$ cat config.mk
export PLATFORM = sky130hd
export DESIGN_NAME = pc_fetch_stage
export DESIGN_NICKNAME = d
export VERILOG_FILES = /design/src/rtl/pc_fetch_stage.sv
export SDC_FILE = /design/constraint.sdc
export NUM_CORES = 1
export LEC_CHECK = 0
export CORE_MARGIN = 4
export CORE_UTILIZATION = 40
export DETAILED_ROUTE_END_ITERATION = 6
export PLACE_DENSITY_LB_ADDON = 0.15
export SYNTH_ARGS = -nofsm -noshare
export SYNTH_HDL_FRONTEND = slang
export SYNTH_SLANG_ARGS = --single-unit
$ cat constraint.sdc
create_clock -name clk -period 2.1 [get_ports clk]
set_clock_uncertainty 0.05 [all_clocks]
set_input_delay 0.21 -clock clk [delete_from_list [all_inputs] [get_ports clk]]
set_output_delay 0.21 -clock clk [all_outputs]
set_load 0.1 [all_outputs]
$ cat src/rtl/pc_fetch_stage.sv
// Instruction-fetch front end: owns the architectural PC, issues one request at a
// time to instruction memory, and fills the IF/ID slot while honouring stall and redirect.
module pc_fetch_stage #(
  parameter logic [31:0] RESET_PC = 32'h0000_0000
) (
  input  logic        clk,
  input  logic        rst_n,
  input  logic        stall,
  input  logic        redirect_valid,
  input  logic [31:0] redirect_pc,
  input  logic [31:0] pcplus4,
  output logic [31:0] pc,
  output logic        imem_req_valid,
  output logic [31:0] imem_addr,
  input  logic        imem_req_ready,
  input  logic        imem_resp_valid,
  input  logic [31:0] imem_resp_data,
  output logic        if_valid,
  output logic [31:0] if_pc,
  output logic [31:0] if_instr
);

  typedef enum logic [1:0] {
    ST_REQ  = 2'd0,
    ST_WAIT = 2'd1,
    ST_HOLD = 2'd2
  } state_t;

  localparam logic [31:0] NOP_INSTR = 32'h0000_0013;

  state_t      state_r;
  logic        kill_r;
  logic [31:0] hold_r;

  logic        slot_free_s;
  logic        consume_s;
  logic [31:0] redirect_target_s;

  assign slot_free_s       = !if_valid || !stall;
  assign consume_s         = if_valid && !stall;
  assign redirect_target_s = {redirect_pc[31:2], 2'b00};

  assign imem_req_valid = (state_r == ST_REQ);
  assign imem_addr      = pc;

  // Fetch FSM, PC register, hold buffer and IF/ID slot.
  always_ff @(posedge clk or negedge rst_n) begin
    if (!rst_n) begin
      state_r  <= ST_REQ;
      kill_r   <= 1'b0;
      hold_r   <= 32'h0000_0000;
      pc       <= RESET_PC;
      if_valid <= 1'b0;
      if_pc    <= 32'h0000_0000;
      if_instr <= NOP_INSTR;
    end else if (redirect_valid) begin
      // A request already in flight must have its response swallowed by kill.
      pc       <= redirect_target_s;
      if_valid <= 1'b0;
      kill_r   <= 1'b0;
      state_r  <= ST_REQ;
      case (state_r)
        ST_REQ: begin
          if (imem_req_ready) begin
            state_r <= ST_WAIT;
            kill_r  <= 1'b1;
          end
        end
        ST_WAIT: begin
          if (!imem_resp_valid) begin
            state_r <= ST_WAIT;
            kill_r  <= 1'b1;
          end
        end
        default: begin
          state_r <= ST_REQ;
        end
      endcase
    end else begin
      if (consume_s) begin
        if_valid <= 1'b0;
      end
      case (state_r)
        ST_REQ: begin
          if (imem_req_ready) begin
            state_r <= ST_WAIT;
          end
        end
        ST_WAIT: begin
          if (imem_resp_valid) begin
            if (kill_r) begin
              kill_r  <= 1'b0;
              state_r <= ST_REQ;
            end else if (slot_free_s) begin
              if_valid <= 1'b1;
              if_pc    <= pc;
              if_instr <= imem_resp_data;
              pc       <= pcplus4;
              state_r  <= ST_REQ;
            end else begin
              hold_r  <= imem_resp_data;
              state_r <= ST_HOLD;
            end
          end
        end
        ST_HOLD: begin
          // pc is frozen while holding, so it still names the buffered word.
          if (slot_free_s) begin
            if_valid <= 1'b1;
            if_pc    <= pc;
            if_instr <= hold_r;
            pc       <= pcplus4;
            state_r  <= ST_REQ;
          end
        end
        default: begin
          state_r <= ST_REQ;
          kill_r  <= 1'b0;
        end
      endcase
    end
  end

endmodule

==> results.env <==
OUTCOME='complete, no violations'
FP.DIEAREA_UM2=17300
GRT_MAX_DEGREE=65
YOSYSTOPAREACELL='dfrtp_1'
FLOORPLAN.IO_PINS=232
GRT_SETUP_UNREPAIRED='yes'
INITIALDRTVIOLATIONCOUNT=215
YS_TYPES=33
DIE_W_UM=132
DRCVIOLATIONCOUNT=0
ENDPOINT_KIND='flop'
GLOBALROUTE.TOTALOVERFLOW=0
WORST-ENDPOINT-REQUIRED_PS=2340
CLOCKROOTBUFFER='clkbuf_16'
INITIAL_CORE_UTIL=0.414
INSERTION_DELAY_PS=410
AREA_GROWTH_PCT=47.9
CRIT_PATH_CELL_TRACE='inv_2, ha_4, inv_1, a211o_2, a21oi_4, buf_12, clkbuf_16, mux2_2'
WORST_SLEW_MARGIN_RELATIVE_TO_ITS_LIMIT=0.633
TRITONCTS_NUM_SINKS=132
ROUTE.VIAS.TOTAL=4647
VIAS_PER_CELL=4.99
NUM-FILL-CELLS=1187
SYN_NETS=626
GRT_PASS1_WL_MM=25.6
CRIT_TYPE='reg -> reg'
CRIT_FANOUT=10
SETUP_VIOL_COUNT_FINAL=0
CRIT_PATH_MAX_INCR_DELAY_PS=420
FINAL.PERIOD_UTILIZATION=0.977
FINAL_CORE_UTILIZATION=0.612
SYN_AREA_PER_CELL_UM2=11.8
SYNTH_SEQUENTIAL_AREA_RATIO=0.542
POST-SYNTH-TOP-AREA-FRACTION=0.529
INITIAL_ANTENNA_VIOLATION_COUNT=0
ROUTED_WIRE_LENGTH_PER_INSTANCE_UM=17.8
MAX_FREQ_MHz=488
DRT_PRE_ANTENNA_ITERS=4
GP_CONGESTION=0.806
GROUTE.USAGE.OVERALL=0.183
MAX-CAP-VIOLATIONS=0
N_ANTENNA_CELL=0
PLACEMENT_ROWS=44
SYN-INSTANCE-COUNT=519
SYNTH-EDFF-COUNT=0
CP.BUFFERS_INVERTERS=4
SYNTH.AREA.TOP_CELLS='dfrtp_1 53%, mux2_2 11%, a21oi_1 5.7%, mux2i_1 5.4%, buf_4 4.3%'
SLEW_VIOLATIONS=0
CLOCK_TRANSITION_TIME_AT_THE_FLIP_FLOP_CLOCK_PINS_OF_THE_WORST_SETUP_AND_HOLD_PATHS_PS=60
CRITICAL_PATH_ARRIVAL_PS=2290
FIRST_GLOBAL_VIAS=4892
AREA.SEQUENTIAL_UM2=3310
TIMING.FINAL.CRIT_PERIOD_PS=2050
NUM-NETS-FINAL=841
FINAL_LAYOUT_SIZE_SUFFIX_GT1_FRAC=0.403
STANDARD_CELL_WITH_THE_MAXIMUM_STAGE_DELAY_ON_THE_CRITICAL_PATH='dfrtp_1'
SYNTH.CELL_AREA_UM2=6100
CRIT_FAMILY='buffers and inverters'
DRT_WL_TOTAL_MM=16.5
PORT_BUFFERS=229
CLOCK_TREE.HTREE_LEVEL_COUNT=4
START_KIND='flop'
DP.FINAL_HPWL_MM=11.1
TIGHTESTPINTRANSITION_PS=551
COMMONEST_REGISTER_CELL_AFTER_SYNTHESIS='dfrtp_1'
CTS-BUFFERS-INSERTED=17
SYNTHARSTFLOPSHARE=1.00
CTS_TREE='built'
YS.WARNINGS.COUNT=0
CTS_BUFFER_DEPTH=2
FINAL_ANTENNA_NET_COUNT=0
SYNTH_SEQ_CELLS=132
HOLD_VIOLATIONS=0
WORSTHOLDPATHTYPE='in -> reg'
CORE_REGION_AREA_UM2=14800
MULTI_INPUT_AREA_UM2=2420
DIE_HEIGHT_UM=132
-- Yosys cell counts (5+ instances only) --
| cell type | count |
|---|---|
| dfrtp_1 | 129 |
| a21oi_1 | 70 |
| mux2_2 | 62 |
| nand2_1 | 38 |
| buf_4 | 35 |
| mux2i_1 | 33 |
| nor2_1 | 32 |
| nor2b_1 | 30 |
| a21oi_2 | 28 |
| clkbuf_1 | 17 |
| buf_6 | 8 |
| ha_1 | 5 |
-- stage by stage --
step | hold slack (ps) | cells | TNS (ps) | area (um^2) | worst slack, ps
global placement | 111 | 887 | 0 | 8120 | 0.461
global route | 129 | 931 | -653 | 9020 | -25.1
floorplan | -136 | 519 | 0 | 6110 | 11.2
CTS | 94.9 | 920 | 0 | 8790 | 22.2
detailed placement | 110 | 887 | -229 | 8120 | -33.1
finish | 108 | 931 | 0 | 9020 | 49.3
-- flip-flops by register name (all words and copies together), names as in the netlist --
name       flops
state_r        2
if_valid       1
imem_addr     32
if_instr      32
kill_r         1
hold_r        32
if_pc         32
-- metal layers --
layer | routed length [um] | share of wire | vias up | GRT usage
met5 | 0 | 0 | - | 0
met3 | 1110 | 0.067 | 21 | 0.0619
li1 | - | - | 2177 | -
met1 | 6690 | 0.40 | 2288 | 0.208
met4 | 300 | 0.018 | 0 | 0.0688
met2 | 8450 | 0.51 | 161 | 0.319
-- path summary, 6_finish.rpt --
path	depth (start not counted)	start	end	slack [ps]
setup / recovery	8	state_r[0]	if_pc[4]	50
hold / removal	2	redirect_valid	if_valid	110
setup reg to reg	8	state_r[0]	if_pc[4]	50
hold reg to reg	1	hold_r[19]	hold_r[19]	450
max in group asynchronous	3	rst_n	if_pc[1]	1020
min in group asynchronous	2	rst_n	if_pc[10]	240
-- final cells by class --
| cell class | count | area share |
|---|---|---|
| Inverter | 4 | 0.00166 |
| Clock buffer | 20 | 0.0506 |
| Clock inverter | 12 | 0.0223 |
| Multi-Input combinational cell | 320 | 0.268 |
| Timing Repair Buffer | 259 | 0.265 |
| Sequential cell | 132 | 0.367 |
| Tap cell | 184 | 0.0255 |
-- worst reg2reg max path, delay by kind of cell (launching register included) --
kind            cells  cell delay, ps
buf+inv             4             450
flops               1             420
compound gates      2             410
mux                 1             330
fa+ha+maj           1             270
-- cell usage in the layout, fill, tap and decap left out, drive strengths merged, types with 2 or more instances in the layout --
cell type      netlist  routed
a21oi               98      98
buf                 46     156
bufinv               0       5
clkbuf              17      25
clkdlybuf4s50        0      97
clkinv               0       4
clkinvlp             0       2
dfrtp              129     129
dfstp                3       3
ha                   5       5
inv                  4       5
mux2                64      64
mux2i               33      33
nand2               38      38
nand2b               2       2
nor2                35      35
nor2b               30      30
or2b                 2       2
-- kinds of logic after synthesis --
family | synth area share
flops | 0.542
compound gates | 0.117
simple gates | 0.0855
mux | 0.172
buf+inv | 0.0732
fa+ha+maj | 0.0103
-- timing repair --
| item | in CTS | in global routing |
|---|---|---|
| pin swaps | 0 | 1 |
| setup buffers | 0 | 6 |
| resized for setup | 1 | 10 |
| cloned | 0 | 5 |
| hold buffers | 1 | 0 |
| setup endpoints to repair | 2 | 78 |
| hold endpoints to repair | 42 | 0 |
Power is left out: the tool's default activity adds up to more than one toggle a clock period on the data nets, which glitch-free logic cannot reach.
